--- config.mk ---
export PLATFORM = sky130hd
export DESIGN_NAME = fetch_stage
export DESIGN_NICKNAME = d
export VERILOG_FILES = /design/src/rtl/riscv_pkg.sv /design/src/rtl/fetch_fifo.sv /design/src/rtl/fetch_stage.sv
export SDC_FILE = /design/constraint.sdc
export NUM_CORES = 1
export LEC_CHECK = 0
export ABC_CLOCK_PERIOD_IN_PS = 14400
export BUFFER_PORTS_ARGS = -buffer_cell sky130_fd_sc_hd__buf_2
export CORE_ASPECT_RATIO = 0.9
export CORE_MARGIN = 10
export CORE_UTILIZATION = 61
export DETAILED_ROUTE_END_ITERATION = 10
export PLACE_DENSITY_LB_ADDON = 0.3
export SYNTH_ARGS = -nofsm -noshare
export SYNTH_HDL_FRONTEND = slang
export SYNTH_SLANG_ARGS = --single-unit
--- constraint.sdc ---
create_clock -name clk -period 14.4 [get_ports clk]
set_input_delay 2.88 -clock clk [delete_from_list [all_inputs] [get_ports clk]]
set_output_delay 2.88 -clock clk [all_outputs]
set_load 0.02 [all_outputs]
--- src/rtl/riscv_pkg.sv ---
// Shared RV32 front-end definitions: widths, bubble encoding, opcodes and fetch FSM states.
package riscv_pkg;

    localparam int          XLEN_DEF     = 32;
    localparam logic [31:0] BUBBLE_INSTR = 32'h0000_0000;

    localparam logic [6:0] OP_LOAD   = 7'b0000011;
    localparam logic [6:0] OP_STORE  = 7'b0100011;
    localparam logic [6:0] OP_RTYPE  = 7'b0110011;
    localparam logic [6:0] OP_ITYPE  = 7'b0010011;
    localparam logic [6:0] OP_BRANCH = 7'b1100011;
    localparam logic [6:0] OP_JAL    = 7'b1101111;
    localparam logic [6:0] OP_JALR   = 7'b1100111;
    localparam logic [6:0] OP_LUI    = 7'b0110111;
    localparam logic [6:0] OP_AUIPC  = 7'b0010111;

    typedef enum logic [1:0] {
        FETCH_IDLE  = 2'd0,
        FETCH_RUN   = 2'd1,
        FETCH_DRAIN = 2'd2
    } fetch_state_t;

    // True for opcodes the main decoder recognises; the all-zero bubble is not among them.
    function automatic logic opcode_is_known(input logic [6:0] op);
        case (op)
            OP_LOAD, OP_STORE, OP_RTYPE, OP_ITYPE, OP_BRANCH,
            OP_JAL, OP_JALR, OP_LUI, OP_AUIPC: return 1'b1;
            default:                           return 1'b0;
        endcase
    endfunction

endpackage

--- src/rtl/fetch_fifo.sv ---
// Small power-of-two instruction return buffer with synchronous clear, push/pop and occupancy.
module fetch_fifo #(
    parameter int DEPTH = 2,
    parameter int WIDTH = 64,
    parameter int CNT_W = $clog2(DEPTH) + 1
) (
    input  logic             clk,
    input  logic             reset,
    input  logic             clear,
    input  logic             push,
    input  logic [WIDTH-1:0] push_data,
    input  logic             pop,
    output logic [WIDTH-1:0] head_data,
    output logic [CNT_W-1:0] count,
    output logic             empty,
    output logic             full
);

    localparam int AW = (DEPTH > 1) ? $clog2(DEPTH) : 1;

    logic [WIDTH-1:0] mem [DEPTH];
    logic [AW-1:0]    wr_ptr;
    logic [AW-1:0]    rd_ptr;

    always_ff @(posedge clk) begin
        if (reset || clear) begin
            wr_ptr <= '0;
            rd_ptr <= '0;
            count  <= '0;
        end else begin
            if (push) begin
                wr_ptr <= wr_ptr + AW'(1);
            end
            if (pop) begin
                rd_ptr <= rd_ptr + AW'(1);
            end
            count <= count + CNT_W'(push) - CNT_W'(pop);
        end
    end

    // Storage carries no reset; occupancy alone decides what is meaningful.
    always_ff @(posedge clk) begin
        if (push && !clear) begin
            mem[wr_ptr] <= push_data;
        end
    end

    assign head_data = mem[rd_ptr];
    assign empty     = (count == '0);
    assign full      = (count == CNT_W'(DEPTH));

endmodule

--- src/rtl/fetch_stage.sv ---
// IF stage: PC, credit-limited instruction memory requests, return buffer and IF/ID register.
// Optional FETCH_MISALIGN_CHECK_EN adds misalign_d flagging redirects to non-word-aligned targets.
module fetch_stage
    import riscv_pkg::*;
#(
    parameter int              XLEN       = XLEN_DEF,
    parameter logic [XLEN-1:0] RESET_PC   = '0,
    parameter int              FIFO_DEPTH = 2
) (
    input  logic            clk,
    input  logic            reset,
    output logic            imem_req,
    output logic [XLEN-1:0] imem_addr,
    input  logic            imem_gnt,
    input  logic            imem_rvalid,
    input  logic [31:0]     imem_rdata,
    input  logic            stall_d,
    input  logic            flush_d,
    input  logic            redirect_e,
    input  logic [XLEN-1:0] redirect_pc,
    output logic [31:0]     instr_d,
    output logic [XLEN-1:0] pc_d,
    output logic [XLEN-1:0] pcplus4_d,
    output logic            valid_d
`ifdef FETCH_MISALIGN_CHECK_EN
    ,
    output logic            misalign_d
`endif
);

    localparam int CNT_W   = $clog2(FIFO_DEPTH) + 1;
    localparam int ENTRY_W = XLEN + 32;

    fetch_state_t     state, state_next;
    logic [XLEN-1:0]  pc_f;
    logic [XLEN-1:0]  ret_pc;
    logic [XLEN-1:0]  target_pc;
    logic [CNT_W-1:0] out_cnt;
    logic [CNT_W-1:0] kill_cnt;
    logic [CNT_W-1:0] kill_next;
    logic [CNT_W-1:0] fifo_cnt;
    logic [CNT_W:0]   credit_used;
    logic             fifo_empty;
    logic             fifo_full;
    logic             grant;
    logic             ret_counted;
    logic             ret_drain;
    logic             push;
    logic             pop;
    logic             advance;
    logic [ENTRY_W-1:0] head_entry;

    assign target_pc   = {redirect_pc[XLEN-1:2], 2'b00};
    assign credit_used = {1'b0, fifo_cnt} + {1'b0, out_cnt};
    assign imem_addr   = pc_f;
    assign grant       = imem_req && imem_gnt;

    // A return only counts against outstanding work once something is actually in flight.
    assign ret_counted = imem_rvalid && (state != FETCH_IDLE) &&
                         ((out_cnt != '0) || (kill_cnt != '0));
    assign ret_drain   = imem_rvalid && (state == FETCH_DRAIN) && (kill_cnt != '0);
    assign push        = imem_rvalid && (state == FETCH_RUN) && !redirect_e && (out_cnt != '0);

    assign advance = !redirect_e && !flush_d && !stall_d;
    assign pop     = advance && !fifo_empty;

    always_comb begin
        state_next = state;
        imem_req   = 1'b0;
        kill_next  = kill_cnt;

        if (redirect_e) begin
            kill_next = kill_cnt + out_cnt - CNT_W'(ret_counted);
        end else if (ret_drain) begin
            kill_next = kill_cnt - CNT_W'(1);
        end

        case (state)
            FETCH_IDLE: begin
                state_next = FETCH_RUN;
            end
            FETCH_RUN: begin
                imem_req = !redirect_e && !fifo_full &&
                           (credit_used < (CNT_W + 1)'(FIFO_DEPTH));
                if (redirect_e && (kill_next != '0)) begin
                    state_next = FETCH_DRAIN;
                end
            end
            FETCH_DRAIN: begin
                if (!redirect_e && (kill_next == '0)) begin
                    state_next = FETCH_RUN;
                end
            end
            default: begin
                state_next = FETCH_IDLE;
            end
        endcase
    end

    always_ff @(posedge clk) begin
        if (reset) begin
            state    <= FETCH_IDLE;
            pc_f     <= RESET_PC;
            ret_pc   <= RESET_PC;
            out_cnt  <= '0;
            kill_cnt <= '0;
        end else begin
            state    <= state_next;
            kill_cnt <= kill_next;
            if (redirect_e) begin
                pc_f    <= target_pc;
                ret_pc  <= target_pc;
                out_cnt <= '0;
            end else begin
                if (grant) begin
                    pc_f <= pc_f + XLEN'(4);
                end
                // Responses come back in order, so the next return belongs to ret_pc.
                if (push) begin
                    ret_pc <= ret_pc + XLEN'(4);
                end
                out_cnt <= out_cnt + CNT_W'(grant) - CNT_W'(push);
            end
        end
    end

    fetch_fifo #(
        .DEPTH (FIFO_DEPTH),
        .WIDTH (ENTRY_W),
        .CNT_W (CNT_W)
    ) u_fifo (
        .clk       (clk),
        .reset     (reset),
        .clear     (redirect_e),
        .push      (push),
        .push_data ({ret_pc, imem_rdata}),
        .pop       (pop),
        .head_data (head_entry),
        .count     (fifo_cnt),
        .empty     (fifo_empty),
        .full      (fifo_full)
    );

    // ---- IF/ID boundary ----
    always_ff @(posedge clk) begin
        if (reset) begin
            instr_d   <= BUBBLE_INSTR;
            pc_d      <= '0;
            pcplus4_d <= '0;
            valid_d   <= 1'b0;
        end else if (redirect_e || flush_d) begin
            instr_d   <= BUBBLE_INSTR;
            pc_d      <= '0;
            pcplus4_d <= '0;
            valid_d   <= 1'b0;
        end else if (!stall_d) begin
            if (!fifo_empty) begin
                instr_d   <= head_entry[31:0];
                pc_d      <= head_entry[ENTRY_W-1:32];
                pcplus4_d <= head_entry[ENTRY_W-1:32] + XLEN'(4);
                valid_d   <= 1'b1;
            end else begin
                instr_d   <= BUBBLE_INSTR;
                pc_d      <= '0;
                pcplus4_d <= '0;
                valid_d   <= 1'b0;
            end
        end
    end

`ifdef FETCH_MISALIGN_CHECK_EN
    logic misalign_pend;

    // The flag rides on the first real instruction loaded after the offending redirect.
    always_ff @(posedge clk) begin
        if (reset) begin
            misalign_pend <= 1'b0;
            misalign_d    <= 1'b0;
        end else if (redirect_e) begin
            misalign_pend <= |redirect_pc[1:0];
            misalign_d    <= 1'b0;
        end else if (flush_d) begin
            misalign_d    <= 1'b0;
        end else if (!stall_d) begin
            if (pop) begin
                misalign_d    <= misalign_pend;
                misalign_pend <= 1'b0;
            end else begin
                misalign_d    <= 1'b0;
            end
        end
    end
`else
    logic unused_redirect_lsb;
    assign unused_redirect_lsb = ^redirect_pc[1:0];
`endif

endmodule

==> results of run 1 <==
==> through the flow <==
step | util [%] | std cells
CTS | 72.71 | 1646
detailed placement | 67.96 | 1594
global route | 72.71 | 1646
global placement | 67.96 | 1594
floorplan | - | 1216
finish | 72.71 | 1646
==> cell type report <==
type | count | area share (%)
clock inverters | 7 | 0.6313
flip-flops and latches | 288 | 47.80
inverters | 21 | 0.5374
multi-input cells | 825 | 35.74
well taps | 255 | 2.175
repair buffers | 205 | 7.217
clock buffers | 45 | 5.903
==> power by group through the flow <==
stage               logic, mW  registers, mW  clock network, mW
finish                 0.0789          0.881              0.751
global route           0.0866          0.883              0.790
CTS                    0.0782          0.880              0.758
detailed placement     0.0777          0.898                  0
global placement       0.0763          0.897                  0
floorplan              0.0447          0.899                  0
==> per-layer routing <==
metal  vias up  part of all wire, %  GRT usage, %
met5         -                    0             0
met4         0                  1.7         5.619
met3        44                  9.6         4.930
met2       466                   45         36.17
met1      4903                   44         32.27
li1       4806                    -             -
==> critical path, cell delays in order <==
cell and delay [ps]:
buf_2 90, buf_4 290, or3b_4 460, nor4_1 250, buf_2 220
==> layout by cell type, fill, tap and decap left out, drive strengths merged, types with 22 or more instances in the layout <==
cell type	synthesis	routed
nand4	50	50
mux2	30	30
clkbuf	45	45
a22oi	25	25
dfxtp	164	164
edfxtp	124	124
mux2i	50	50
inv	21	22
o21ai	40	40
a31oi	42	42
nand3	38	38
a21oi	89	89
buf	37	205
nand2	86	86
nor2	156	156
==> kinds of logic (layout without fill, tap and decap cells) <==
group,Yosys count,in the layout,share of synthesized area (%)
adders and majority gates,11,11,1.146
muxes,80,80,6.621
buffers and inverters,103,278,3.587
DFF,288,288,55.34
other,1,6,0.02962
xor gates and xnor gates,30,30,2.075
and+or+nand+nor,427,427,17.35
AOI/OAI and AO/OA,271,271,13.85
==> path summary, 6_finish.rpt <==
kind	startpoint	endpoint	slack, ps	depth (start not counted)
setup / recovery	redirect_e	imem_req	7320	5
hold / removal	pc_d[8]$_SDFFE_PP0N_	pc_d[8]$_SDFFE_PP0N_	460	2
setup reg to reg	u_fifo.count[0]$_SDFF_PP0_	out_cnt[1]$_SDFF_PP0_	10860	10
hold reg to reg	pc_d[8]$_SDFFE_PP0N_	pc_d[8]$_SDFFE_PP0N_	460	2
==> registers in the layout (all words and copies together), names as in the netlist, named ones only <==
| signal | cells |
|---|---|
| ret_pc | 30 |
| valid_d | 1 |
| u_fifo.count | 2 |
| u_fifo.rd_ptr | 1 |
| instr_d | 32 |
| out_cnt | 2 |
| u_fifo.mem | 124 |
| state | 2 |
| imem_addr | 30 |
| kill_cnt | 2 |
| u_fifo.wr_ptr | 1 |
| pc_d | 30 |
| pcplus4_d | 30 |
==> metrics.md, run 1 <==
| Metric | Value |
|---|---|
| Placement Setup Slack | `7329 ps` |
| DIE AREA | `0.02693 sq mm` |
| Lkg Pwr | `5.423 nW` |
| Vias post-DR | `~10k` |
| Yosys top cell area share | `29.41%` |
| 1st-iter DRT viols | `between 900 and 1k` |
| CTS tree | `built` |
| Total grt overflow | `0` |
| Max Root-Sink Buffers | `3` |
| Pwr dens | `116.7 mW/mm^2` |
| Comb power frac | `4.6%` |
| Multi-input gate area | `0.005241 sq mm` |
| Tmin final | `7079 ps` |
| Slew @ Worst Pin | `1224 ps` |
| CP arrival | `4200 ps` |
| MaxCap Viol Count | `0` |
| Internal | `1.337 mW` |
| Rows | `49` |
| CTS Root Cell | `clkbuf_16` |
| Core region area | `between 0.02 and 0.025 sq mm` |
| Most used DFF post-synth | `dfxtp_1` |
| Global-route wire length before repair | `around 50 mm` |
| Most common library cells after synthesis | `dfxtp_1, nor2_1, edfxtp_1` |
| CTS buffer count | `28` |
| Sequential share of the synthesized area | `55.34%` |
| Clock Latency Late Sink | `540 ps` |
| Relative slew slack | `17.75%` |
| Max-slew violation count | `0` |
| Wirelength, routed | `32.58 mm` |
| Layout cells sized above 1 | `~22%` |
| Hold WC Path Type | `register to register` |
| Period utilization | `between 40% and 50%` |
| Critical path peak fanout | `50` |
| Final setup fails | `0` |
| Die width | `171.9 um` |
| Outcome | `finished, final reports clean` |
| Async set or reset register ratio after synthesis | `0%` |
| Syn Area/Cell | `10.46 sq um` |
| Library cells used by synthesis | `83` |
| Yosys reg bits | `288` |
| Post-DP Area | `0.01371 sq mm` |
| Sink Count | `288` |
| Fmax | `~140 MHz` |
| Port bufs | `~190` |
| Sw power | `around 0.37 mW` |
| Setup bufs post-CTS | `0` |
| Main area contributors after synthesis | `edfxtp_1, dfxtp_1, nor2_1` |
| Number of global-route vias before repair | `9901` |
| Setup Total Neg Slack | `0 ps` |
| Overall Power | `between 1.5 and 2 mW` |
| Hold Violations, Final | `0` |
| Dominant cell type by area after synthesis | `edfxtp_1` |
| ANT cells | `0` |
| CP required | `roughly 12000 ps` |
| Effective utilization at floorplan | `between 60% and 70%` |
| DP HPWL | `between 20 and 25 mm` |
| Syn Inst Count | `1211` |
| Top-count cell post-synth | `dfxtp_1` |
| Clk network pwr share | `a little over two fifths` |
| Post-route setup slack | `7321 ps` |
| CP endpoint kind | `output pin` |
| Worst-path clk slew | `around 60 ps` |
| Drt drc | `0` |
| Post-route ant nets | `0` |
| TritonRoute pass-1 iters | `6` |
| Die H | `156.7 um` |
| RSZ-0062 raised after global routing | `false` |
| Routed vias/inst | `6.208` |
| Ports | `201` |
| # nets final | `1451` |
| Crit Path Class | `input pin to output pin` |
| Sequential fraction of design power | `51.5%` |
| Post-CTS Hold Buffers | `0` |
| Mapped Area | `0.01266 sq mm` |
| Post-synth EDFFs | `124` |
| Routability cong. | `0.8739` |
| # fillers | `1437` |
| Post-CTS sizing | `0` |
| Largest net degree at the start of global routing | `76` |
| Area delta synth->final | `15.83%` |
| Synth Warn # | `0` |
| CP Launch Type | `input pin` |
| Final hold slack | `461.0 ps` |
| H-tree levels | `1` |
| Tot GR Track Use | `23.17%` |
| Max VDD drop | `0.08115 mV` |
| Initial antenna violation count | `0` |
| Switching share of power | `21.88%` |
| Drt wl/cell | `19.79 um` |
| Final Instance Area | `0.01467 sq mm` |
| Register area | `0.007010 sq mm` |
| Worst clock skew | `14.09 ps` |
Power figures use the tool's default switching activity.
==> inputs of run 2 (changes only) <==
--- a/config.mk
+++ b/config.mk
@@ -5,11 +5,12 @@
 export SDC_FILE = /design/constraint.sdc
 export NUM_CORES = 1
 export LEC_CHECK = 0
-export ABC_CLOCK_PERIOD_IN_PS = 14400
+export ABC_AREA = 1
+export ABC_CLOCK_PERIOD_IN_PS = 7400
 export BUFFER_PORTS_ARGS = -buffer_cell sky130_fd_sc_hd__buf_2
 export CORE_ASPECT_RATIO = 0.9
 export CORE_MARGIN = 10
-export CORE_UTILIZATION = 61
+export CORE_UTILIZATION = 57
 export DETAILED_ROUTE_END_ITERATION = 10
 export PLACE_DENSITY_LB_ADDON = 0.3
 export SYNTH_ARGS = -nofsm -noshare
==> constraint.sdc (replaced) <==
create_clock -name clk -period 7.4 [get_ports clk]
set_input_delay 1.48 -clock clk [delete_from_list [all_inputs] [get_ports clk]]
set_output_delay 1.48 -clock clk [all_outputs]
set_load 0.02 [all_outputs]
==> metrics.md, run 2 <==
| Metric | Value |
|---|---|
| Outcome | `finished, final reports clean (unchanged)` |
| Finished Layout Cells | `2169 (was 1646)` |
| CP most frequent cell | `ha_1 (was buf_2)` |
| H-tree levels | `1 (unchanged)` |
| Drt wl/cell | `15.83 um (was 19.79 um)` |
| Max Root-Sink Buffers | `3 (unchanged)` |
| Post-route ant nets | `0 (unchanged)` |
| Syn Inst Count | `1681 (was 1211)` |
| Hold WC Path Type | `register to register (unchanged)` |
| Total grt overflow | `0 (unchanged)` |
| TritonRoute pass-1 iters | `6 (unchanged)` |
| DIE AREA | `0.03048 sq mm (was 0.02693 sq mm)` |
| Final design utilization | `66.42% (was 72.71%)` |
| Core region area | `0.02341 sq mm (was 0.02017 sq mm)` |
| Fmax | `233.5 MHz` |
| 1st-iter DRT viols | `1029 (was 965)` |
| # fillers | `1971 (was 1437)` |
| Async set or reset register ratio after synthesis | `0% (unchanged)` |
| Multi-input gate area | `0.005627 sq mm (was 0.005241 sq mm)` |
| Biggest register | `u_fifo.mem (unchanged)` |
| Worst path top cell family by delay | `buffers and inverters (was simple AND/OR/NAND/NOR gates)` |
| Synth Warn # | `0 (unchanged)` |
| Ports | `201 (unchanged)` |
| Routability cong. | `0.9544 (was 0.8739)` |
| Post-synth EDFFs | `124 (unchanged)` |
| Max incr delay on CP | `770 ps (was 460 ps)` |
| CTS tree | `built (unchanged)` |
| Sw power | `0.7580 mW (was 0.3744 mW)` |
| Area delta synth->final | `14.16% (was 15.83%)` |
| Dominant cell type by area after synthesis | `edfxtp_1 (unchanged)` |
| Sequential share of the synthesized area | `51.45% (was 55.34%)` |
| Library cells used by synthesis | `50 (was 83)` |
| Register area | `0.007008 sq mm (was 0.007010 sq mm)` |
| Main area contributors after synthesis | `edfxtp_1, dfxtp_1, nand2_1 (was edfxtp_1, dfxtp_1, nor2_1)` |
| DP HPWL | `24.52 mm (was 21.63 mm)` |
| Max VDD drop | `0.1822 mV (was 0.08115 mV)` |
| Final setup fails | `0 (unchanged)` |
| Syn Area/Cell | `8.102 sq um (was 10.46 sq um)` |
| Drt drc | `0 (unchanged)` |
| Switching share of power | `23.10% (was 21.88%)` |
| Worst-path clk slew | `60 ps (about the same)` |
| Routed vias/inst | `5.289 (was 6.208)` |
| Final hold slack | `460.5 ps (was 461.0 ps)` |
| CP endpoint kind | `register (was output pin)` |
| Clock Latency Late Sink | `550 ps (was 540 ps)` |
| Tot GR Track Use | `21.71% (was 23.17%)` |
| Internal | `2.523 mW (was 1.337 mW)` |
| Slowest CP cell | `clkinv_1 (was or3b_4)` |
| Vias post-DR | `11.47k (was 10.22k)` |
| Wirelength, routed | `34.34 mm (was 32.58 mm)` |
| Largest net degree at the start of global routing | `80 (was 76)` |
| Most frequent cells in the layout | `nand2_1, buf_2, dfxtp_1 (was buf_2, dfxtp_1, nor2_1)` |
| Effective utilization at floorplan | `58.18% (was 62.78%)` |
| Die width | `182.9 um (was 171.9 um)` |
| Setup Total Neg Slack | `0 ps (unchanged)` |
| CP Launch Type | `input pin (unchanged)` |
| Most used DFF post-synth | `dfxtp_1 (unchanged)` |
| Period utilization | `57.88%` |
| # nets final | `1927 (was 1451)` |
| Cells after DPL | `2116 (was 1594)` |
| Slew @ Worst Pin | `895.8 ps (was 1224 ps)` |
| Met2 Use GR | `35.53% (was 36.17%)` |
| Number of global-route vias before repair | `10.94k (was 9901)` |
| Rows | `53 (was 49)` |
| CP required | `7870 ps (was 11520 ps)` |
| GRT met3 Usage | `4.874% (was 4.930%)` |
| Most common library cells after synthesis | `nand2_1, dfxtp_1, inv_1 (was dfxtp_1, nor2_1, edfxtp_1)` |
| Yosys reg bits | `288 (unchanged)` |
| Top-count cell post-synth | `nand2_1 (was dfxtp_1)` |
| Comb power frac | `5.2% (was 4.6%)` |
| RSZ-0062 raised after global routing | `false (unchanged)` |
| Mapped Area | `0.01362 sq mm (was 0.01266 sq mm)` |
| Sink Count | `288 (unchanged)` |
| Max-slew violation count | `0 (unchanged)` |
| GRT Max-Usage Layer | `met2 (unchanged)` |
| Relative slew slack | `40.28% (was 17.75%)` |
| Buf/Inv on CP | `4 (was 3)` |
| Largest registers | `u_fifo.mem x124, instr_d x32 (unchanged)` |
| GRT met1 Usage | `28.78% (was 32.27%)` |
| Lkg Pwr | `6.515 nW (was 5.423 nW)` |
| Die H | `166.6 um (was 156.7 um)` |
| Port bufs | `192 (unchanged)` |
| Tmin final | `4283 ps` |
| Clk network pwr share | `42.8% (was 43.9%)` |
| Post-CTS Hold Buffers | `0 (unchanged)` |
| Setup bufs post-CTS | `0 (unchanged)` |
| MaxCap Viol Count | `0 (unchanged)` |
| Most common cell after layout, fill and taps aside | `nand2_1 (was buf_2)` |
| Max reg flops | `124 (unchanged)` |
| Post-CTS sizing | `0 (unchanged)` |
| Sequential fraction of design power | `52.1% (was 51.5%)` |
| Layout cells sized above 1 | `17.30% (was 22.21%)` |
| CTS buffer count | `29 (was 28)` |
| CP Cell Sequence | `buf_2, clkinv_1, nand4_2, inv_2, ha_1, inv_1, ha_1, xnor2_1, or2_2, a21oi_1 (was buf_2, buf_4, or3b_4, nor4_1, buf_2)` |
| Crit Path Class | `input pin to register (was input pin to output pin)` |
| Initial antenna violation count | `0 (unchanged)` |
| Global-route wire length before repair | `55.48 mm (was 51.09 mm)` |
| CTS Root Cell | `clkbuf_16 (unchanged)` |
| Worst clock skew | `11.54 ps (was 14.09 ps)` |
| CP arrival | `4760 ps (was 4200 ps)` |
| Pwr dens | `211.0 mW/mm^2 (was 116.7 mW/mm^2)` |
| Critical path peak fanout | `38 (was 50)` |
| Hold Violations, Final | `0 (unchanged)` |
| Overall Power | `3.281 mW (was 1.711 mW)` |
| Yosys top cell area share | `27.34% (was 29.41%)` |
| ANT cells | `0 (unchanged)` |
## run 2: final timing paths
check	startpoint	to	slack, ps	cells past startpoint
worst min register to register	instr_d[25]$_SDFFE_PP0N_	instr_d[25]$_SDFFE_PP0N_	460	2
worst max-delay path	redirect_e	out_cnt[1]$_SDFF_PP0_	3120	10
worst min-delay path	instr_d[25]$_SDFFE_PP0N_	instr_d[25]$_SDFFE_PP0N_	460	2
worst max register to register	out_cnt[0]$_SDFF_PP0_	imem_addr[8]$_SDFFE_PP0P_	3980	13
## run 2: kinds of logic (layout without fill, tap and decap cells)
group,Yosys count,count (layout),synth area share (%)
other,1,6,0.02753
AND/OR/NAND/NOR,880,880,28.24
adder cells (fa/ha/maj),11,11,1.066
buffers and inverters,232,413,7.543
AO/OA/AOI/OAI,227,227,8.976
XOR/XNOR,42,42,2.701
flip-flops,288,288,51.45
## run 2: tightest hold or removal path: stages, from the launching register on
cell and delay (ps):
dfxtp_1 310, nand2_1 60, a21oi_1 50
## run 2: stage by stage
stage	cell area [sq um]	worst slack, ps
floorplan	13640	2442
global placement	14640	2615
global route	15550	2829
CTS	15550	3152
finish	15550	3117
detailed placement	14640	2570
## run 2: routing by layer
metal  vias to the layer above  routed length [um]
met3                        33                2438
met2                       352               15900
met1                      5321               15400
met5                         -                   0
met4                         0                 597
li1                       5766                   -
## run 2: power groups by stage
stage / logic (mW) / clock network, mW / registers [mW]
final: 0.169 / 1.40 / 1.71
after global routing: 0.190 / 1.49 / 1.71
after CTS: 0.168 / 1.42 / 1.71
after detailed placement: 0.167 / 0 / 1.74
after global placement: 0.163 / 0 / 1.74
after floorplan: 0.100 / 0 / 1.75
## run 2: cell type report
type	instances	share of cell area (%)
multi-input combinational	1166	36.19
tap	302	2.430
sequential	288	45.07
clock buffer	34	4.788
timing repair buffer	199	6.519
inverter	161	3.935
clock inverter	19	1.062
==> inputs of run 3 (changes only) <==
--- a/config.mk
+++ b/config.mk
@@ -6,11 +6,11 @@
 export NUM_CORES = 1
 export LEC_CHECK = 0
 export ABC_AREA = 1
-export ABC_CLOCK_PERIOD_IN_PS = 7400
+export ABC_CLOCK_PERIOD_IN_PS = 3550
 export BUFFER_PORTS_ARGS = -buffer_cell sky130_fd_sc_hd__buf_2
 export CORE_ASPECT_RATIO = 0.9
 export CORE_MARGIN = 10
-export CORE_UTILIZATION = 57
+export CORE_UTILIZATION = 52
 export DETAILED_ROUTE_END_ITERATION = 10
 export PLACE_DENSITY_LB_ADDON = 0.3
 export SYNTH_ARGS = -nofsm -noshare
==> constraint.sdc (replaced) <==
create_clock -name clk -period 3.55 [get_ports clk]
set_input_delay 0.71 -clock clk [delete_from_list [all_inputs] [get_ports clk]]
set_output_delay 0.71 -clock clk [all_outputs]
set_load 0.02 [all_outputs]
==> metrics.md, run 3 (synthesis gave the netlist of run 2 again) <==
| Metric | Value |
|---|---|
| Worst R2R Path Depth | `14 (was 13)` |
| # nets final | `1935 (was 1927)` |
| Routed vias/inst | `5.204 (was 5.289)` |
| Drt wl/cell | `16.37 um (was 15.83 um)` |
| Die width | `190.6 um (was 182.9 um)` |
| RSZ-0062 raised after global routing | `false (unchanged)` |
| Largest net degree at the start of global routing | `95 (was 80)` |
| Pwr dens | `441.9 mW/mm^2 (was 211.0 mW/mm^2)` |
| Setup bufs post-CTS | `0 (unchanged)` |
| Outcome | `finished, final reports clean (unchanged)` |
| DP HPWL | `26.12 mm (was 24.52 mm)` |
| CP required | `4000 ps (was 7870 ps)` |
| Hold Violations, Final | `0 (unchanged)` |
| Slew @ Worst Pin | `962.2 ps (was 895.8 ps)` |
| DIE AREA | `0.03307 sq mm (was 0.03048 sq mm)` |
| DR WL met3 | `2.796 mm (was 2.438 mm)` |
| Worst-path clk slew | `60 ps (about the same)` |
| Placement Setup Slack | `536.3 ps (was 2570 ps)` |
| Max reg flops | `124 (unchanged)` |
| Routed met1 length | `16.07 mm (was 15.40 mm)` |
| Port bufs | `192 (unchanged)` |
| H-tree levels | `1 (unchanged)` |
| Highest routed layer | `met5 (was met4)` |
| R2r endpoint | `imem_addr[8]$_SDFFE_PP0P_ (unchanged)` |
| Max-slew violation count | `0 (unchanged)` |
| Final Instance Area | `0.01574 sq mm (was 0.01555 sq mm)` |
| Flop-to-flop setup slack | `680 ps (was 3980 ps)` |
| Effective utilization at floorplan | `52.53% (was 58.18%)` |
| Hold path start | `imem_rdata[20] (was instr_d[25]$_SDFFE_PP0N_)` |
| Met2 routed wirelength | `16.81 mm (was 15.90 mm)` |
| Largest registers | `u_fifo.mem x124, instr_d x32 (unchanged)` |
| Clock Latency Late Sink | `550 ps (about the same)` |
| Wirelength, routed | `36.44 mm (was 34.34 mm)` |
| Initial antenna violation count | `3 (was 0)` |
| Most frequent cells in the layout | `nand2_1, buf_2, dfxtp_1 (unchanged)` |
| Crit Path Class | `register to register (was input pin to register)` |
| 1st-iter DRT viols | `896 (was 1029)` |
| Number of global-route vias before repair | `11.23k (was 10.94k)` |
| Most common cell after layout, fill and taps aside | `nand2_1 (unchanged)` |
| Ports | `201 (unchanged)` |
| Tmin final | `2866 ps` |
| Post-route setup slack | `684.0 ps (was 3117 ps)` |
| MaxCap Viol Count | `0 (unchanged)` |
| Final setup fails | `0 (unchanged)` |
| Tot GR Track Use | `21.23% (was 21.71%)` |
| Area delta synth->final | `15.58% (was 14.16%)` |
| Setup Total Neg Slack | `0 ps (unchanged)` |
| Hold WC Path Type | `input pin to register (was register to register)` |
| Drt drc | `0 (unchanged)` |
| Rows | `56 (was 53)` |
| Period utilization | `between 80% and 90%` |
| Vias post-DR | `11.59k (was 11.47k)` |
| Fmax | `348.9 MHz` |
| Final hold slack | `343.0 ps (was 460.5 ps)` |
| Worst hold endpoint | `u_fifo.mem[0][20]$_DFFE_PP_ (was instr_d[25]$_SDFFE_PP0N_)` |
| Total grt overflow | `0 (unchanged)` |
| Global-route wire length before repair | `58.09 mm (was 55.48 mm)` |
| Lkg Pwr | `6.601 nW (was 6.515 nW)` |
| CTS buffer count | `29 (unchanged)` |
| CP Launch Type | `register (was input pin)` |
| CP arrival | `3310 ps (was 4760 ps)` |
| Max Root-Sink Buffers | `3 (unchanged)` |
| Post-CTS sizing | `0 (unchanged)` |
| CP endpoint kind | `register (unchanged)` |
| Sink Count | `288 (unchanged)` |
| Post-route ant nets | `0 (unchanged)` |
| CTS tree | `built (unchanged)` |
| Critical path peak fanout | `21 (was 38)` |
| Cells after DPL | `2170 (was 2116)` |
| Layout cells sized above 1 | `17.91% (was 17.30%)` |
| Core region area | `0.02592 sq mm (was 0.02341 sq mm)` |
| # fillers | `2349 (was 1971)` |
| CTS Root Cell | `clkbuf_16 (unchanged)` |
| Worst clock skew | `11.27 ps (was 11.54 ps)` |
| Die H | `173.5 um (was 166.6 um)` |
| TritonRoute pass-1 iters | `5 (was 6)` |
| Worst r2r src | `u_fifo.count[0]$_SDFF_PP0_ (was out_cnt[0]$_SDFF_PP0_)` |
| Finished Layout Cells | `2226 (was 2169)` |
| Hold depth | `1 (was 2)` |
| Relative slew slack | `35.85% (was 40.28%)` |
| Max VDD drop | `0.3148 mV (was 0.1822 mV)` |
| Routability cong. | `0.9234 (was 0.9544)` |
| Post-DP Area | `0.01479 sq mm (was 0.01464 sq mm)` |
| Post-CTS Hold Buffers | `0 (unchanged)` |
| Biggest register | `u_fifo.mem (unchanged)` |
## run 3: changes by cell type in the layout (fill, tap and decap cells not counted), sizes merged
cell | previous run | this run
clkinvlp | 7 | 4
bufinv | 2 | 3
clkbuf | 34 | 36
buf | 199 | 207
diode | 0 | 2
clkinv | 12 | 13
## run 3: critical path: stages (launching register included)
cell and delay (ps):
dfxtp_1 410, nand2_1 70, inv_1 70, fa_1 410, nor2_1 100, nand2_1 60
nor2_1 140, nand2_1 350, nand2_1 150, buf_4 270, clkinv_1 380, nand2_1 150
o211ai_1 90, nand2_1 80, inv_1 40
## run 3: area by class of cell
class                   count  area (sq um)  share of cell area, %
multi-input cells        1166          5627                  35.74
inverters                 161         611.8                  3.887
flip-flops and latches    288          7008                  44.52
well taps                 348         435.4                  2.766
repair buffers            207          1111                  7.058
clock buffers              36         772.0                  4.904
clock inverters            18         171.4                  1.089
diodes                      2         5.005                0.03179
## run 3: how the worst max path moves through the flow
stage                                from                         end  slack, ps  depth (start not counted)
4_1_cts        u_fifo.count[0]$_SDFF_PP0_       out_cnt[1]$_SDFF_PP0_        700                         13
2_1_floorplan                  redirect_e  u_fifo.mem[1][0]$_DFFE_PP_        400                          3
3_3_place_gp                   redirect_e       out_cnt[1]$_SDFF_PP0_        610                         11
6_report       u_fifo.count[0]$_SDFF_PP0_   imem_addr[8]$_SDFFE_PP0P_        680                         14
5_1_grt        u_fifo.count[0]$_SDFF_PP0_   imem_addr[8]$_SDFFE_PP0P_        430                         14
3_5_place_dp                   redirect_e       out_cnt[1]$_SDFF_PP0_        540                         11
## run 3: power by group
group          internal [mW]  total [mW]  leakage [nW]  switching [mW]
clock network           1.76        3.03         0.459            1.27
logic                  0.117       0.359          3.69           0.242
registers               3.50        3.57          2.45          0.0679
## run 3: layer usage
metal | vias to the layer above | track usage, %
li1 | 5789 | -
met3 | 53 | 4.606
met1 | 5369 | 28.32
met4 | 2 | 5.541
met2 | 372 | 34.12
met5 | - | 0
## run 3: stage by stage
| stage | utilization [%] | total power, mW |
|---|---|---|
| 2_1_floorplan | - | 3.847 |
| 3_3_place_gp | 57.06 | 3.979 |
| 3_5_place_dp | 57.06 | 3.990 |
| 4_1_cts | 60.70 | 7.000 |
| 5_1_grt | 60.72 | 7.167 |
| 6_report | 60.72 | 6.957 |
